<file path="src/rtl/hyperbus_w_serializer.sv">
// AXI W-channel to HyperBus PHY write-data serializer: buffers W beats, then splits or packs them into PHY words.
// Optional burst-length checking is compiled in when HYPERBUS_WSER_LEN_CHECK_EN is defined.
module hyperbus_w_serializer #(
  parameter int AxiDataWidth = 64,
  parameter int NumPhys      = 2,
  parameter int LenWidth     = 8,
  parameter int BufDepth     = 2,
  parameter int AddrWidth    = $clog2(AxiDataWidth/8)
) (
  input  logic                      clk_i,
  input  logic                      rst_ni,
  input  logic                      cmd_valid_i,
  output logic                      cmd_ready_o,
  input  logic [AddrWidth-1:0]      cmd_addr_i,
  input  logic [2:0]                cmd_size_i,
  input  logic [LenWidth-1:0]       cmd_len_i,
  input  logic                      cmd_fixed_i,
  input  logic                      w_valid_i,
  output logic                      w_ready_o,
  input  logic [AxiDataWidth-1:0]   w_data_i,
  input  logic [AxiDataWidth/8-1:0] w_strb_i,
  input  logic                      w_last_i,
  output logic                      phy_valid_o,
  input  logic                      phy_ready_i,
  output logic [16*NumPhys-1:0]     phy_data_o,
  output logic [2*NumPhys-1:0]      phy_strb_o,
  output logic                      phy_last_o,
  output logic                      busy_o,
  output logic                      err_o
);
  localparam int NumBytes = AxiDataWidth/8;
  localparam int PhyBytes = 2*NumPhys;
  localparam int PhyWidth = 8*PhyBytes;
  localparam int PbLog    = $clog2(PhyBytes);
  localparam int PtrWidth = (BufDepth > 1) ? $clog2(BufDepth) : 1;
  localparam int CntWidth = $clog2(BufDepth+1);
  localparam logic [AddrWidth-1:0] WordTop = AddrWidth'(PhyBytes-1);

  function automatic logic [PhyBytes-1:0] word_lanes(input logic [AddrWidth-1:0] word,
                                                     input logic [AddrWidth-1:0] lo,
                                                     input logic [AddrWidth-1:0] hi);
    logic [AddrWidth-1:0] lane;
    for (int l = 0; l < PhyBytes; l++) begin
      lane = AddrWidth'(int'(word) * PhyBytes + l);
      word_lanes[l] = (lane >= lo) && (lane <= hi);
    end
  endfunction

  function automatic logic [PhyWidth-1:0] keep_bytes(input logic [PhyWidth-1:0] data,
                                                     input logic [PhyBytes-1:0] lanes);
    for (int l = 0; l < PhyBytes; l++) begin
      keep_bytes[8*l +: 8] = lanes[l] ? data[8*l +: 8] : 8'h00;
    end
  endfunction

  function automatic logic [PtrWidth-1:0] next_ptr(input logic [PtrWidth-1:0] ptr);
    next_ptr = (ptr == PtrWidth'(BufDepth-1)) ? PtrWidth'(0) : ptr + PtrWidth'(1);
  endfunction

  logic                    active_r, cmd_ready_r, fixed_r;
  logic [AddrWidth-1:0]    addr_r;
  logic [2:0]              size_r;
  logic [AxiDataWidth-1:0] buf_data_r [BufDepth];
  logic [NumBytes-1:0]     buf_strb_r [BufDepth];
  logic [AddrWidth-1:0]    buf_lo_r   [BufDepth];
  logic [AddrWidth-1:0]    buf_hi_r   [BufDepth];
  logic [BufDepth-1:0]     buf_last_r, buf_narrow_r, buf_fixed_r;
  logic [PtrWidth-1:0]     wr_ptr_r, rd_ptr_r;
  logic [CntWidth-1:0]     count_r;
  logic                    started_r, stage_vld_r;
  logic [AddrWidth-1:0]    cur_w_r;
  logic [PhyWidth-1:0]     stage_data_r;
  logic [PhyBytes-1:0]     stage_strb_r;

  logic                    cmd_fire_s, w_fire_s, pop_s, stage_load_s, beat_last_s, narrow_s;
  logic [AddrWidth:0]      bytes_s;
  logic [AddrWidth-1:0]    align_s, hi_s, next_addr_s;
  logic [NumBytes-1:0]     lane_mask_s;
  logic [AxiDataWidth-1:0] head_data_s;
  logic [NumBytes-1:0]     head_strb_s;
  logic [AddrWidth-1:0]    head_lo_s, head_hi_s, head_lo_w_s, head_hi_w_s, cur_w_s;
  logic [PhyWidth-1:0]     word_data_s, masked_data_s, merged_data_s;
  logic [PhyBytes-1:0]     word_strb_s, word_lane_s, merged_strb_s;
  logic                    phy_valid_s, phy_last_s;
  logic [PhyWidth-1:0]     phy_data_s;
  logic [PhyBytes-1:0]     phy_strb_s;

`ifdef HYPERBUS_WSER_LEN_CHECK_EN
  logic [LenWidth-1:0]     len_r, beat_cnt_r;
  logic                    err_r, len_err_s;
`else
  logic                    unused_len_s;
  assign unused_len_s = ^cmd_len_i;
`endif

  assign cmd_fire_s = cmd_valid_i & cmd_ready_r;
  assign w_ready_o  = active_r & ((count_r != CntWidth'(BufDepth)) | pop_s);
  assign w_fire_s   = w_valid_i & w_ready_o;

  // Per-beat lane window, next address and effective last flag.
  always_comb begin
    bytes_s     = (AddrWidth+1)'(1) << size_r;
    align_s     = addr_r & ~(bytes_s[AddrWidth-1:0] - AddrWidth'(1));
    hi_s        = AddrWidth'({1'b0, align_s} + bytes_s - (AddrWidth+1)'(1));
    next_addr_s = AddrWidth'({1'b0, align_s} + bytes_s);
    narrow_s    = bytes_s < (AddrWidth+1)'(PhyBytes);
    lane_mask_s = '0;
    for (int i = 0; i < NumBytes; i++) begin
      lane_mask_s[i] = (AddrWidth'(i) >= addr_r) && (AddrWidth'(i) <= hi_s);
    end
`ifdef HYPERBUS_WSER_LEN_CHECK_EN
    beat_last_s = w_last_i | (beat_cnt_r == len_r);
    len_err_s   = w_last_i ^ (beat_cnt_r == len_r);
`else
    beat_last_s = w_last_i;
`endif
  end

  // Command tracking: latch the burst and advance the lane pointer per accepted beat.
  always_ff @(posedge clk_i or negedge rst_ni) begin
    if (!rst_ni) begin
      active_r    <= 1'b0;
      cmd_ready_r <= 1'b0;
      addr_r      <= '0;
      size_r      <= 3'd0;
      fixed_r     <= 1'b0;
`ifdef HYPERBUS_WSER_LEN_CHECK_EN
      len_r       <= '0;
      beat_cnt_r  <= '0;
      err_r       <= 1'b0;
`endif
    end else if (cmd_fire_s) begin
      active_r    <= 1'b1;
      cmd_ready_r <= 1'b0;
      addr_r      <= cmd_addr_i;
      size_r      <= cmd_size_i;
      fixed_r     <= cmd_fixed_i;
`ifdef HYPERBUS_WSER_LEN_CHECK_EN
      len_r       <= cmd_len_i;
      beat_cnt_r  <= '0;
      err_r       <= 1'b0;
`endif
    end else if (w_fire_s) begin
      addr_r      <= fixed_r ? addr_r : next_addr_s;
      active_r    <= ~beat_last_s;
      cmd_ready_r <= beat_last_s;
`ifdef HYPERBUS_WSER_LEN_CHECK_EN
      beat_cnt_r  <= beat_cnt_r + LenWidth'(1);
      err_r       <= err_r | len_err_s;
`endif
    end else begin
      cmd_ready_r <= ~active_r;
    end
  end

  // Beat buffer: circular FIFO, push and pop may coincide even when full.
  always_ff @(posedge clk_i or negedge rst_ni) begin
    if (!rst_ni) begin
      for (int i = 0; i < BufDepth; i++) begin
        buf_data_r[i] <= '0;
        buf_strb_r[i] <= '0;
        buf_lo_r[i]   <= '0;
        buf_hi_r[i]   <= '0;
      end
      buf_last_r   <= '0;
      buf_narrow_r <= '0;
      buf_fixed_r  <= '0;
      wr_ptr_r     <= '0;
      rd_ptr_r     <= '0;
      count_r      <= '0;
    end else begin
      if (w_fire_s) begin
        buf_data_r[wr_ptr_r]   <= w_data_i;
        buf_strb_r[wr_ptr_r]   <= w_strb_i & lane_mask_s;
        buf_lo_r[wr_ptr_r]     <= addr_r;
        buf_hi_r[wr_ptr_r]     <= hi_s;
        buf_last_r[wr_ptr_r]   <= beat_last_s;
        buf_narrow_r[wr_ptr_r] <= narrow_s;
        buf_fixed_r[wr_ptr_r]  <= fixed_r;
        wr_ptr_r               <= next_ptr(wr_ptr_r);
      end
      if (pop_s) begin
        rd_ptr_r <= next_ptr(rd_ptr_r);
      end
      case ({w_fire_s, pop_s})
        2'b10:   count_r <= count_r + CntWidth'(1);
        2'b01:   count_r <= count_r - CntWidth'(1);
        default: count_r <= count_r;
      endcase
    end
  end

  // Output word selection: split wide beats, merge narrow INCR beats through staging.
  always_comb begin
    head_data_s   = buf_data_r[rd_ptr_r];
    head_strb_s   = buf_strb_r[rd_ptr_r];
    head_lo_s     = buf_lo_r[rd_ptr_r];
    head_hi_s     = buf_hi_r[rd_ptr_r];
    head_lo_w_s   = head_lo_s >> PbLog;
    head_hi_w_s   = head_hi_s >> PbLog;
    cur_w_s       = started_r ? cur_w_r : head_lo_w_s;
    word_data_s   = PhyWidth'(head_data_s >> (cur_w_s * PhyWidth));
    word_strb_s   = PhyBytes'(head_strb_s >> (cur_w_s * PhyBytes));
    word_lane_s   = word_lanes(cur_w_s, head_lo_s, head_hi_s);
    masked_data_s = keep_bytes(word_data_s, word_lane_s);
    merged_data_s = stage_data_r | masked_data_s;
    merged_strb_s = stage_strb_r | (word_strb_s & word_lane_s);
    phy_valid_s   = 1'b0;
    phy_data_s    = '0;
    phy_strb_s    = '0;
    phy_last_s    = 1'b0;
    pop_s         = 1'b0;
    stage_load_s  = 1'b0;
    if (count_r != CntWidth'(0)) begin
      if (!buf_narrow_r[rd_ptr_r]) begin
        phy_valid_s = 1'b1;
        phy_data_s  = word_data_s;
        phy_strb_s  = word_strb_s;
        phy_last_s  = buf_last_r[rd_ptr_r] & (cur_w_s == head_hi_w_s);
        pop_s       = phy_ready_i & (cur_w_s == head_hi_w_s);
      end else if (buf_fixed_r[rd_ptr_r]) begin
        phy_valid_s = 1'b1;
        phy_data_s  = masked_data_s;
        phy_strb_s  = word_strb_s & word_lane_s;
        phy_last_s  = buf_last_r[rd_ptr_r];
        pop_s       = phy_ready_i;
      end else if (((head_hi_s & WordTop) == WordTop) || buf_last_r[rd_ptr_r]) begin
        phy_valid_s = 1'b1;
        phy_data_s  = merged_data_s;
        phy_strb_s  = merged_strb_s;
        phy_last_s  = buf_last_r[rd_ptr_r];
        pop_s       = phy_ready_i;
      end else begin
        pop_s        = 1'b1;
        stage_load_s = 1'b1;
      end
    end else begin
      pop_s = 1'b0;
    end
  end

  // Word cursor within the head beat and the narrow-beat staging word.
  always_ff @(posedge clk_i or negedge rst_ni) begin
    if (!rst_ni) begin
      started_r    <= 1'b0;
      cur_w_r      <= '0;
      stage_vld_r  <= 1'b0;
      stage_data_r <= '0;
      stage_strb_r <= '0;
    end else begin
      if (pop_s) begin
        started_r <= 1'b0;
        cur_w_r   <= '0;
      end else if (phy_valid_s && phy_ready_i) begin
        started_r <= 1'b1;
        cur_w_r   <= cur_w_s + AddrWidth'(1);
      end
      if (stage_load_s) begin
        stage_vld_r  <= 1'b1;
        stage_data_r <= merged_data_s;
        stage_strb_r <= merged_strb_s;
      end else if (pop_s) begin
        stage_vld_r  <= 1'b0;
        stage_data_r <= '0;
        stage_strb_r <= '0;
      end
    end
  end

  assign cmd_ready_o = cmd_ready_r;
  assign phy_valid_o = phy_valid_s;
  assign phy_data_o  = phy_data_s;
  assign phy_strb_o  = phy_strb_s;
  assign phy_last_o  = phy_last_s;
  assign busy_o      = active_r | (count_r != CntWidth'(0)) | stage_vld_r;
`ifdef HYPERBUS_WSER_LEN_CHECK_EN
  assign err_o = err_r;
`else
  assign err_o = 1'b0;
`endif

endmodule
</file>
<file path="config.mk">
export PLATFORM = sky130hd
export DESIGN_NAME = hyperbus_w_serializer
export DESIGN_NICKNAME = d
export VERILOG_FILES = /design/src/rtl/hyperbus_w_serializer.sv
export SDC_FILE = /design/constraint.sdc
export NUM_CORES = 1
export LEC_CHECK = 0
export CAP_MARGIN = 30
export CORE_MARGIN = 1
export CORE_UTILIZATION = 38
export DETAILED_ROUTE_END_ITERATION = 6
export PLACE_DENSITY_LB_ADDON = 0.08
export RECOVER_POWER = 25
export SETUP_SLACK_MARGIN = 0.05
export SYNTH_ARGS = -nofsm -noshare
export SYNTH_HDL_FRONTEND = slang
export SYNTH_SLANG_ARGS = --single-unit
</file>
<file path="constraint.sdc">
create_clock -name clk_i -period 8.2 [get_ports clk_i]
set_clock_uncertainty 0.05 [all_clocks]
set_input_delay 1.64 -clock clk_i [delete_from_list [all_inputs] [get_ports clk_i]]
set_output_delay 1.64 -clock clk_i [all_outputs]
set_load 0.01 [all_outputs]
</file>
; ---- Yosys cells after proc, flatten, opt, wreduce, memory -nomap -nowiden
; Cells that the tools add are included.
[classes]
shift = 3
n_eq_ne = 6
muxes = 82
n_addsub = 11
n_reduce_logical = 22
bitwise = 18
order_cmp = 31
[op_table]
columns = op, n
row1 = 64-bit two-way mux, 4
row2 = 32-bit two-way mux, 6
row3 = 128-bit bitwise mux, 1
row4 = 64-bit demux with 1-bit select, 1
row5 = 8-bit two-way mux, 8
row6 = 64-bit by 8-bit >> shifter with 32-bit output, 1
row7 = 3-bit two-way mux, 13
row8 = 1-bit two-way mux, 33
row9 = 32-bit bitwise OR, 1
row10 = 4-bit two-way mux, 6
row11 = 16-bit bitwise mux, 1
row12 = 1-bit logical AND, 15
row13 = 6-bit bitwise mux, 2
row14 = 3-bit >= comparator, 4
row15 = 3-bit >= comparator (first input constant), 4
row16 = 3-bit <= comparator, 4
row17 = 3-bit <= comparator (first input constant), 4
row18 = 2-bit nonzero test, 5
row19 = 8-bit bitwise AND, 1
row20 = 8-bit demux with 1-bit select, 1
row21 = 8-bit by 5-bit >> shifter with 4-bit output, 1
row22 = 3-bit by 1-bit adder with 3-bit output (second input constant), 2
row23 = 3-bit by 2-bit adder with 3-bit output (second input constant), 2
row24 = 2-bit bitwise mux, 3
row25 = 33 further kinds, 50
[totals]
out_inout_bits = 42
inputBits = 93
reg_bits = 216

; ---- Depth between registers and ports, before layout
; Gate-level depths: netlist (run 1).
[depth]
word_depth = 15
ltp_mapped = 13
depth_no_buf = 10

; ---- Worst setup path after synthesis (run 1)
; OpenSTA, ideal clock, no wires.
[synth_path]
path_kind = reg-to-output
startpoint = register rd_ptr_r
endpoint = output phy_data_o[16]
slack_ns = 3.478
path_stages_with_launch = 12
arrival_ns = 3.032
required_ns = 6.510
cell_sequence = dfrtp_1 > buf_2 > mux2_2 > mux2i_1 > buf_4 > buf_2 > inv_1 > ha_1 > a21oi_1 > a221o_1 > a21oi_1 > a22o_1
[synth_via]
elab_chain_len = 14
elab_cells_between_ends = 30
cone_classes = add/sub: 1 / order compare: 2 / eq/ne: 1 / shift: 1 / mux: 21 / bitwise: 2 / reduce/logical: 2
[synth_lines]
columns = element, line_no
row1 = start: declaration, 68  ; logic [PtrWidth-1:0] wr_ptr_r, rd_ptr_r;
row2 = start signal: assignment, 183  ; rd_ptr_r <= next_ptr(rd_ptr_r);
row3 = 1-bit NOT with 2-bit output (not written as such), "195, 197, 198"
row4 = 3-bit two-way mux (not written as such) (3 in series), 197  ; head_lo_s = buf_lo_r[rd_ptr_r];
row5 = 3-bit two-way mux, 201  ; cur_w_s = started_r ? cur_w_r : head_lo_w_s;
row6 = 3-bit by 2-bit adder with 3-bit output, 44  ; lane = AddrWidth'(int'(word) * PhyBytes + l);
row7 = 3-bit >= comparator / 3-bit <= comparator (equally long branches), 45  ; word_lanes[l] = (lane >= lo) && (lane <= hi);
row8 = 1-bit logical AND, 45
row9 = 8-bit two-way mux, 52  ; keep_bytes[8*l +: 8] = lanes[l] ? data[8*l +: 8] : 8'h00;
row10 = 32-bit bitwise OR, 206  ; merged_data_s = stage_data_r | masked_data_s;
row11 = 32-bit two-way mux, 227  ; end else if (((head_hi_s & WordTop) == WordTop) || buf_last_r[rd_ptr_r]) begin
row12 = 32-bit two-way mux, 221  ; end else if (buf_fixed_r[rd_ptr_r]) begin
row13 = 32-bit two-way mux (*), 215  ; if (!buf_narrow_r[rd_ptr_r]) begin
row14 = 32-bit two-way mux (*), 214  ; if (count_r != CntWidth'(0)) begin
row15 = end: declaration, 25  ; output logic [16*NumPhys-1:0] phy_data_o,
; Mark *: on every way between the ends. The rest lies on a longest branch, timed or not. The select of a mux whose other input is x is not followed.

; ---- Final worst setup path (run 1)
[layout_path]
startpoint = register rd_ptr_r
endpoint = output phy_data_o[30]
; Same word-level chain as after synthesis.

==> results of run 1 <==
## routing by layer
| layer | vias up | track usage (%) | part of all wire (%) | wire length (microns) |
|---|---|---|---|---|
| met4 | 0 | 4.31 | 2.2 | 547 |
| met5 | - | 0 | 0 | 0 |
| met3 | 43 | 3.34 | 5.3 | 1320 |
| met1 | 3443 | 23.6 | 44 | 10800 |
| met2 | 125 | 30.9 | 49 | 12000 |
| li1 | 3064 | - | - | - |
## cell families (layout without fill, tap and decap cells)
| group | count (synthesis) | count (layout) | share of synthesized area [%] |
|---|---|---|---|
| buffers and inverters | 74 | 216 | 3.94 |
| other | 1 | 1 | 0.0365 |
| adders and majority gates | 13 | 13 | 1.58 |
| xor gates and xnor gates | 9 | 9 | 0.914 |
| and+or+nand+nor | 73 | 73 | 3.78 |
| AOI/OAI and AO/OA | 144 | 144 | 11.2 |
| muxes | 225 | 225 | 26.0 |
| DFF | 216 | 216 | 52.6 |
## through the flow
step	hold WS, ns	power [W]
6_report	0.436	0.00622
5_1_grt	0.461	0.00665
2_1_floorplan	0.401	0.00398
3_5_place_dp	0.427	0.00519
3_3_place_gp	0.418	0.00501
4_1_cts	0.441	0.00632
## how the worst max path moves through the flow
stage	from	endpoint	slack (ns)	cells after the start
final	rd_ptr_r$_DFFE_PN0P_	phy_data_o[30]	2.36	9
after global routing	rd_ptr_r$_DFFE_PN0P_	phy_data_o[30]	2.12	9
after CTS	rd_ptr_r$_DFFE_PN0P_	phy_strb_o[2]	2.38	8
after detailed placement	rd_ptr_r$_DFFE_PN0P_	phy_data_o[11]	2.94	9
after global placement	rd_ptr_r$_DFFE_PN0P_	phy_data_o[30]	2.35	9
after floorplan	rd_ptr_r$_DFFE_PN0P_	phy_data_o[16]	3.48	11
## power breakdown
group | total (W) | internal, W | switching, W
sequential | 0.00190 | 0.00159 | 0.000305
combinational | 0.00324 | 0.00166 | 0.00158
clock | 0.00108 | 0.000655 | 0.000428
total | 0.00622 | 0.00391 | 0.00231
## flip-flops by register name (all words and copies together) (netlist names), 2 cells and up
name / count
buf_lo_r: 6
addr_r: 3
buf_strb_r: 16
buf_hi_r: 6
stage_strb_r: 4
cur_w_r: 3
size_r: 3
buf_narrow_r: 2
buf_last_r: 2
buf_fixed_r: 2
buf_data_r: 128
stage_data_r: 32
count_r: 2
## area by class of cell
cell class	count	area [sq um]
inverters	29	109
clock inverters	7	66.3
flip-flops and latches	216	5410
fillers	2295	13500
multi-input cells	465	4510
well taps	335	419
repair buffers	142	1480
clock buffers	38	744
## critical path, stage by stage, from the launching register on
cell             delay [ns]
dfrtp_1                0.35
buf_4                  0.45
mux2i_1                0.32
inv_1                  0.07
ha_1                   0.37
a21boi_0               0.22
o21bai_1               0.13
a211oi_2               0.85
a22o_1                 0.30
clkdlybuf4s50_1        0.54
## synth_stat cells (all sizes together) (4+ instances only)
cell type  number
ha             13
inv            29
a21o            4
o22ai          21
nand2          27
o21ai          10
buf            34
o2111ai         4
a22o           75
a211oi          4
mux2          147
mux2i          60
nand2b          6
xnor2           6
nor2           14
dfrtp         216
mux4           18
a21oi           7
clkbuf         11
==> out/metrics.csv, run 1 <==
metric,value,unit
ir_drop,230,uV
min_period,5.84,ns
synthFlopType,dfrtp_1,
crit_path_start_kind,register,
dieHeight,166,microns
synth_warnings,0,
worstPathRequired,6.51,ns
violations,"design-rule violations, max-capacitance violations, max-slew violations",
power.density,489,nW/um^2
area_delta_synth_final,24.0,%
cts_sinks,216,
design_area,12700,sq um
r2r_slack,3.92,ns
core-area,26300,sq um
synth_area,10300,sq um
drv_cap,1,
synthDistinctLibCells,59,
final_max_slew_viol_count,62,
final_common_cell,dfrtp_1,
antenna_found_initial,0,
gr-total-overflow,0,
clockBufferDepth,3,
io_buffers,125,
synth_area_leaders,"dfrtp_1 (53%), mux2_2 (14%), a22o_1 (6.4%)",
ant_nets,0,
hpwl,16.4,mm
post_cts_resized,0,
gr-usage-all-layers,18.1,%
setup_viol,0,
worst_slew_pin_slew,3.25,ns
vias_per_cell,5.42,
grt_first_pass_wirelength,40.0,mm
finalWirelength,24.6,mm
grt_setup_unrepaired,false,
timing.slew.headroom,-117,%
worstSkewPairLatency,0.51,ns
synth_seq_area_share,52.6,%
cts_max_level,1,
fin_tns_setup,0,ns
worstHoldStart,stage_vld_r$_DFFE_PN0P_,
p_leak,5.73,nW
dpl_worst_slack,2.94,ns
cts_buffers,25,
clk_pin_slew,0.06,ns
stdcell_count,1232,
fin_crit_sh,71.2,%
r2r_cells,10,
grt_max_degree,76,
dpl.cell_count,1185,
synth_edf_count,0,
first_pass_iters,6,
grt_pass1_vias,7407,
cp-end-kind,output pin,
num_vias,6675,
post_drt_wl_per_cell,20.0,microns
syn_inst,755,
syn-num-nets,861,
rr_endpoint,buf_data_r[94]$_DFFE_PN0P_,
synth-async-reset-ratio,100,%
cts_hold_buf,0,
routabilityCongestion,0.749,
nNetsFinal,985,
n_antenna_cell,0,
hold_class,reg -> reg,
max_freq,171,MHz
drtIter0Drc,318,
final_util,48.5,%
synth_area_per_cell,13.6,sq um
cts_root_buf,clkbuf_16,
die_width,166,microns
hold-path-cell-count,1,
worstReg2RegStart,rd_ptr_r$_DFFE_PN0P_,
ios,135,
finalHoldViolCount,0,
cts_setup_buffers,0,
final_cell_mix,"dfrtp_1 (216), mux2_2 (130), clkdlybuf4s50_1 (124)",
cts_tree,yes,
fin_ws,2.36,ns
drive_gt1_share,24.3,%
synth.largest_area_cell,dfrtp_1,
synth-seq-cells,216,
hold_end,stage_vld_r$_DFFE_PN0P_,
dieArea,27700,sq um
synth_top_area_share,52.6,%
arrival,4.15,ns
path_class,reg -> out,
start_util,39.1,%
drc,12,
cp_max_fo,35,
status,"finished, violations left",
rows,59,
place_area,11900,sq um
Power figures use the tool's default switching activity.
==> run 2: changes to the inputs <==
clock period = 5.1 ns   (was 8.2 ns; I/O delays follow)
==> out/metrics.csv, run 2 (same netlist as run 1, synthesis figures left out) <==
metric,value,unit,change
cts_sinks,216,,unchanged
area_delta_synth_final,23.8,%,
num-fill-cells,2298,,+0.13%
die_width,166,microns,unchanged
worst_slew_pin_slew,2.16,ns,-1.09 ns
path_class,reg -> out,,
grt_first_pass_wirelength,40.8,mm,+2.1%
hold-path-cell-count,1,,unchanged
grt_max_degree,99,,+30%
finalWirelength,24.9,mm,+1.2%
nNetsFinal,989,,+0.41%
ir_drop,351,uV,+52%
crit_path_start_kind,register,,
routabilityCongestion,0.748,,-0.23%
cts_setup_buffers,0,,unchanged
holdWs,0.431,ns,-0.00416 ns
first_pass_iters,6,,unchanged
violations,"design-rule violations, max-capacitance violations, max-slew violations",,
clockBufferDepth,3,,unchanged
cp_max_fo,11,,-69%
dieHeight,166,microns,unchanged
r2r_cells,9,,-1
drtIter0Drc,354,,+11%
clk_pin_slew,0.06,ns,about the same
min_period,4.74,ns,
grt_setup_unrepaired,false,,
n_antenna_cell,0,,unchanged
drv_cap,2,,+1
cp-end-kind,output pin,,
gr-usage-all-layers,18.5,%,+0.45 points
arrival,3.67,ns,-0.48 ns
hpwl,16.4,mm,about the same
final_common_cell,dfrtp_1,,
status,"finished, violations left",,
start_util,39.1,%,unchanged
final_cell_mix,"dfrtp_1 (216), mux2_2 (130), clkdlybuf4s50_1 (124)",,
final_max_slew_viol_count,121,,+95%
fin_tns_setup,0,ns,unchanged
gr-total-overflow,0,,unchanged
io_buffers,125,,unchanged
cts_hold_buf,0,,unchanged
vias_per_cell,5.48,,+1.1%
cts_tree,yes,,
power.density,795,nW/um^2,+63%
dpl.cell_count,1190,,+0.42%
post_cts_resized,0,,unchanged
top_regs,"buf_data_r: 128 flops, stage_data_r: 32 flops, buf_strb_r: 16 flops",,
largest_reg_flops,128,,unchanged
cts_buffers,26,,+4.0%
post_drt_wl_per_cell,20.2,microns,+1.4%
setup_viol,0,,unchanged
worstPathRequired,4.03,ns,-2.48 ns
cts_root_buf,clkbuf_16,,
ios,135,,unchanged
drive_gt1_share,24.6,%,+0.28 points
worstSkewPairLatency,0.53,ns,+0.02 ns
finalHoldViolCount,0,,unchanged
fin_crit_sh,93.0,%,
largest_register,buf_data_r,,
max_freq,211,MHz,
antenna_found_initial,0,,unchanged
timing.slew.headroom,-44.3,%,+73 points
p_leak,5.72,nW,-0.11%
grt_pass1_vias,7521,,+1.5%
dieArea,27700,sq um,unchanged
ant_nets,0,,unchanged
cts_max_level,1,,unchanged
core-area,26300,sq um,unchanged
hold_class,reg -> reg,,
drc,12,,unchanged
stdcell_count,1230,,-0.16%
rows,59,,unchanged
num_vias,6736,,+0.91%
-- run 2: changes by cell type in the layout (fill, tap and decap cells not counted), sizes merged --
cell    delta
inv        -1
bufinv     +2
clkbuf     -8
buf        +5
-- run 2: per-stage QoR --
stage / total power (W) / area [sq um] / setup slack, ns / util, %
2_1_floorplan: 0.00640 / 10300 / 0.998 / -
3_3_place_gp: 0.00816 / 11800 / 0.940 / 45.1
3_5_place_dp: 0.00839 / 11900 / 0.950 / 45.3
4_1_cts: 0.0102 / 12700 / 0.350 / 48.4
5_1_grt: 0.0108 / 12700 / 0.193 / 48.3
6_report: 0.0101 / 12700 / 0.358 / 48.3
-- run 2: final timing paths --
kind                                          from                          to  slack [ns]
max in group asynchronous                   rst_ni  buf_strb_r[12]$_DFFE_PN0P_        0.91
min reg2reg                stage_vld_r$_DFFE_PN0P_     stage_vld_r$_DFFE_PN0P_        0.43
min in group asynchronous                   rst_ni  buf_data_r[90]$_DFFE_PN0P_        1.05
max                           rd_ptr_r$_DFFE_PN0P_               phy_data_o[5]        0.36
min                        stage_vld_r$_DFFE_PN0P_     stage_vld_r$_DFFE_PN0P_        0.43
max reg2reg                   rd_ptr_r$_DFFE_PN0P_   buf_data_r[3]$_DFFE_PN0P_        1.60
-- run 2: cell type report --
| cell class | instances | area [sq um] | share of cell area, % |
|---|---|---|---|
| clock buffer | 32 | 704 | 5.54 |
| clock inverter | 8 | 119 | 0.936 |
| inverter | 29 | 109 | 0.857 |
| multi-input combinational | 465 | 4510 | 35.5 |
| sequential | 216 | 5410 | 42.5 |
| tap | 335 | 419 | 3.30 |
| timing repair buffer | 145 | 1440 | 11.4 |
-- run 2: power by group --
| group | internal, W | total (W) | switching (W) |
|---|---|---|---|
| registers | 0.00256 | 0.00305 | 0.000491 |
| clock network | 0.00112 | 0.00180 | 0.000683 |
| logic | 0.00269 | 0.00525 | 0.00256 |
| total | 0.00636 | 0.0101 | 0.00374 |
-- run 2: worst max-delay path, stage by stage, from the launching register on --
cell and delay (ns):
dfrtp_1 0.32, buf_4 0.19, mux2_2 0.40, mux2i_4 0.19, inv_1 0.14, ha_1 0.33, a31oi_1 0.12, o21ai_0 0.17
and3_1 0.51, a22o_1 0.22, clkdlybuf4s50_1 0.55
-- run 2: metal layers --
layer	part of all wire [%]	track usage, %
met1	44	23.9
met3	5.0	3.62
met5	0	0
met2	49	32.1
met4	1.7	4.07
==> run 3: changes to the inputs <==
CORE_UTILIZATION = 45   (was 38)
CTS_BUF_LIST = sky130_fd_sc_hd__clkbuf_4 sky130_fd_sc_hd__clkbuf_8   (was default)
==> out/metrics.csv, run 3 (same netlist as run 1, synthesis figures left out) <==
metric,value,unit,change
max_freq,213,MHz,+1.1%
io_buffers,125,,unchanged
design_area,12600,sq um,-0.50%
holdWs,0.438,ns,+0.00675 ns
critPathMaxStageDelay,0.55,ns,about the same
finalHoldViolCount,0,,unchanged
largest_reg_flops,128,,unchanged
cts_hold_buf,0,,unchanged
post_cts_resized,0,,unchanged
final_util,57.2,%,+8.9 points
hpwl,15.3,mm,-6.8%
met1Wirelength,10.5,mm,-4.9%
gr-usage-all-layers,21.3,%,+2.8 points
cp_cell_sequence,mux2_2 -> mux2i_4 -> inv_1 -> ha_1 -> a31oi_1 -> o21ai_0 -> and3_1 -> a22o_1 -> clkdlybuf4s50_1,,
dieArea,23400,sq um,-15%
antenna_found_initial,0,,unchanged
path_class,reg -> out,,
grt_first_pass_wirelength,39.6,mm,-2.8%
crit_path_top_delay_cell,clkdlybuf4s50_1,,
first_pass_iters,4,,-2
grt_pass1_vias,7532,,+0.15%
start_util,46.5,%,+7.4 points
cp-end-kind,output pin,,
post_drt_wl_per_cell,20.0,microns,-1.3%
cts_max_level,2,,+1
gr-total-overflow,0,,unchanged
ios,135,,unchanged
final_common_cell,dfrtp_1,,
clockBufferDepth,3,,unchanged
ir_drop,436,uV,+24%
worst_slew_pin_slew,3.45,ns,+1.28 ns
grt_max_degree,139,,+40%
top_regs,"buf_data_r: 128 flops, stage_data_r: 32 flops, buf_strb_r: 16 flops",,
n_antenna_cell,0,,unchanged
cts_tree,yes,,
drtIter0Drc,276,,-22%
cts_root_buf,clkbuf_8,,
worstPathRequired,4.03,ns,about the same
drv_cap,1,,-1
dieHeight,153,microns,-8.0%
rows,54,,-8.5%
cts_sinks,216,,unchanged
wl_met3,977,microns,-21%
clk_pin_slew,0.06,ns,about the same
place_area,11800,sq um,-0.98%
finalWirelength,24.0,mm,-3.7%
drc,0,,-12
dr_wl_met2,12.1,mm,-0.69%
worstSkewPairLatency,0.53,ns,about the same
fin_tns_setup,0,ns,unchanged
routabilityCongestion,0.813,,+8.7%
final_max_slew_viol_count,138,,+14%
min_period,4.69,ns,-0.0504 ns
vias_per_cell,5.57,,+1.7%
ant_nets,0,,unchanged
power.density,788,nW/um^2,-0.82%
fin_crit_sh,92.0,%,-0.99 points
highest-signal-layer,met4,,
largest_register,buf_data_r,,
power,0.00997,W,-1.3%
violations,"max-capacitance violations, max-slew violations",,
timing.slew.headroom,-130,%,-85 points
die_width,153,microns,-8.0%
core-area,22100,sq um,-16%
setup_viol,0,,unchanged
crit_path_start_kind,register,,
p_leak,5.76,nW,+0.63%
nNetsFinal,999,,+1.0%
drive_gt1_share,27.3,%,+2.7 points
cp_max_fo,9,,-2
final_cell_mix,"dfrtp_1 (215), mux2_2 (130), clkdlybuf4s50_1 (124)",,
grt_setup_unrepaired,false,,
arrival,3.62,ns,-0.05 ns
hold_class,reg -> reg,,
cts_setup_buffers,0,,unchanged
num_vias,6682,,-0.80%
status,"finished, violations left",,
cts_buffers,41,,+58%
area_delta_synth_final,23.1,%,
num-fill-cells,1762,,-23%
-- run 3: critical path: cells and delay by family (launching register included) --
family	cells	cell delay, ns
AO/OA/AOI/OAI	3	0.54
adder cells (fa/ha/maj)	1	0.34
buffers and inverters	2	0.70
flip-flops	1	0.38
multiplexers	2	0.61
AND/OR/NAND/NOR	1	0.51
-- run 3: where the power goes --
group | switching (W) | internal, W
Clock | 0.000715 | 0.00103
Combinational | 0.00250 | 0.00265
Sequential | 0.000505 | 0.00256
-- run 3: through the flow --
step | std cells | worst slack [ns]
final | 1200 | 0.408
after global routing | 1200 | 0.214
after CTS | 1200 | 0.352
after detailed placement | 1130 | 0.948
after global placement | 1127 | 0.993
after floorplan | 755 | 0.998
-- run 3: worst paths after layout --
path	start	end	slack (ns)	cells after the start
worst min-delay path	stage_vld_r$_DFFE_PN0P_	stage_vld_r$_DFFE_PN0P_	0.44	1
worst min register to register	stage_vld_r$_DFFE_PN0P_	stage_vld_r$_DFFE_PN0P_	0.44	1
worst max-delay path	rd_ptr_r$_DFFE_PN0P_	phy_data_o[7]	0.41	9
worst max register to register	rd_ptr_r$_DFFE_PN0P_	buf_data_r[74]$_DFFE_PN0P_	1.92	9
max in group asynchronous	rst_ni	rd_ptr_r$_DFFE_PN0P_	1.19	1
min in group asynchronous	rst_ni	buf_data_r[90]$_DFFE_PN0P_	1.56	1
-- run 3: cell type report --
class | instances | area (sq um) | share of cell area, %
flip-flops and latches | 216 | 5410 | 42.8
multi-input cells | 465 | 4510 | 35.6
repair buffers | 140 | 1410 | 11.1
clock buffers | 65 | 832 | 6.58
well taps | 280 | 350 | 2.77
inverters | 29 | 109 | 0.861
clock inverters | 5 | 28.8 | 0.228
-- run 3: routing by layer --
metal / global-route usage (%) / up-vias
met4: 5.77 / 0
li1: - / 3088
met3: 4.03 / 40
met5: 0 / -
met1: 26.6 / 3415
met2: 37.6 / 139
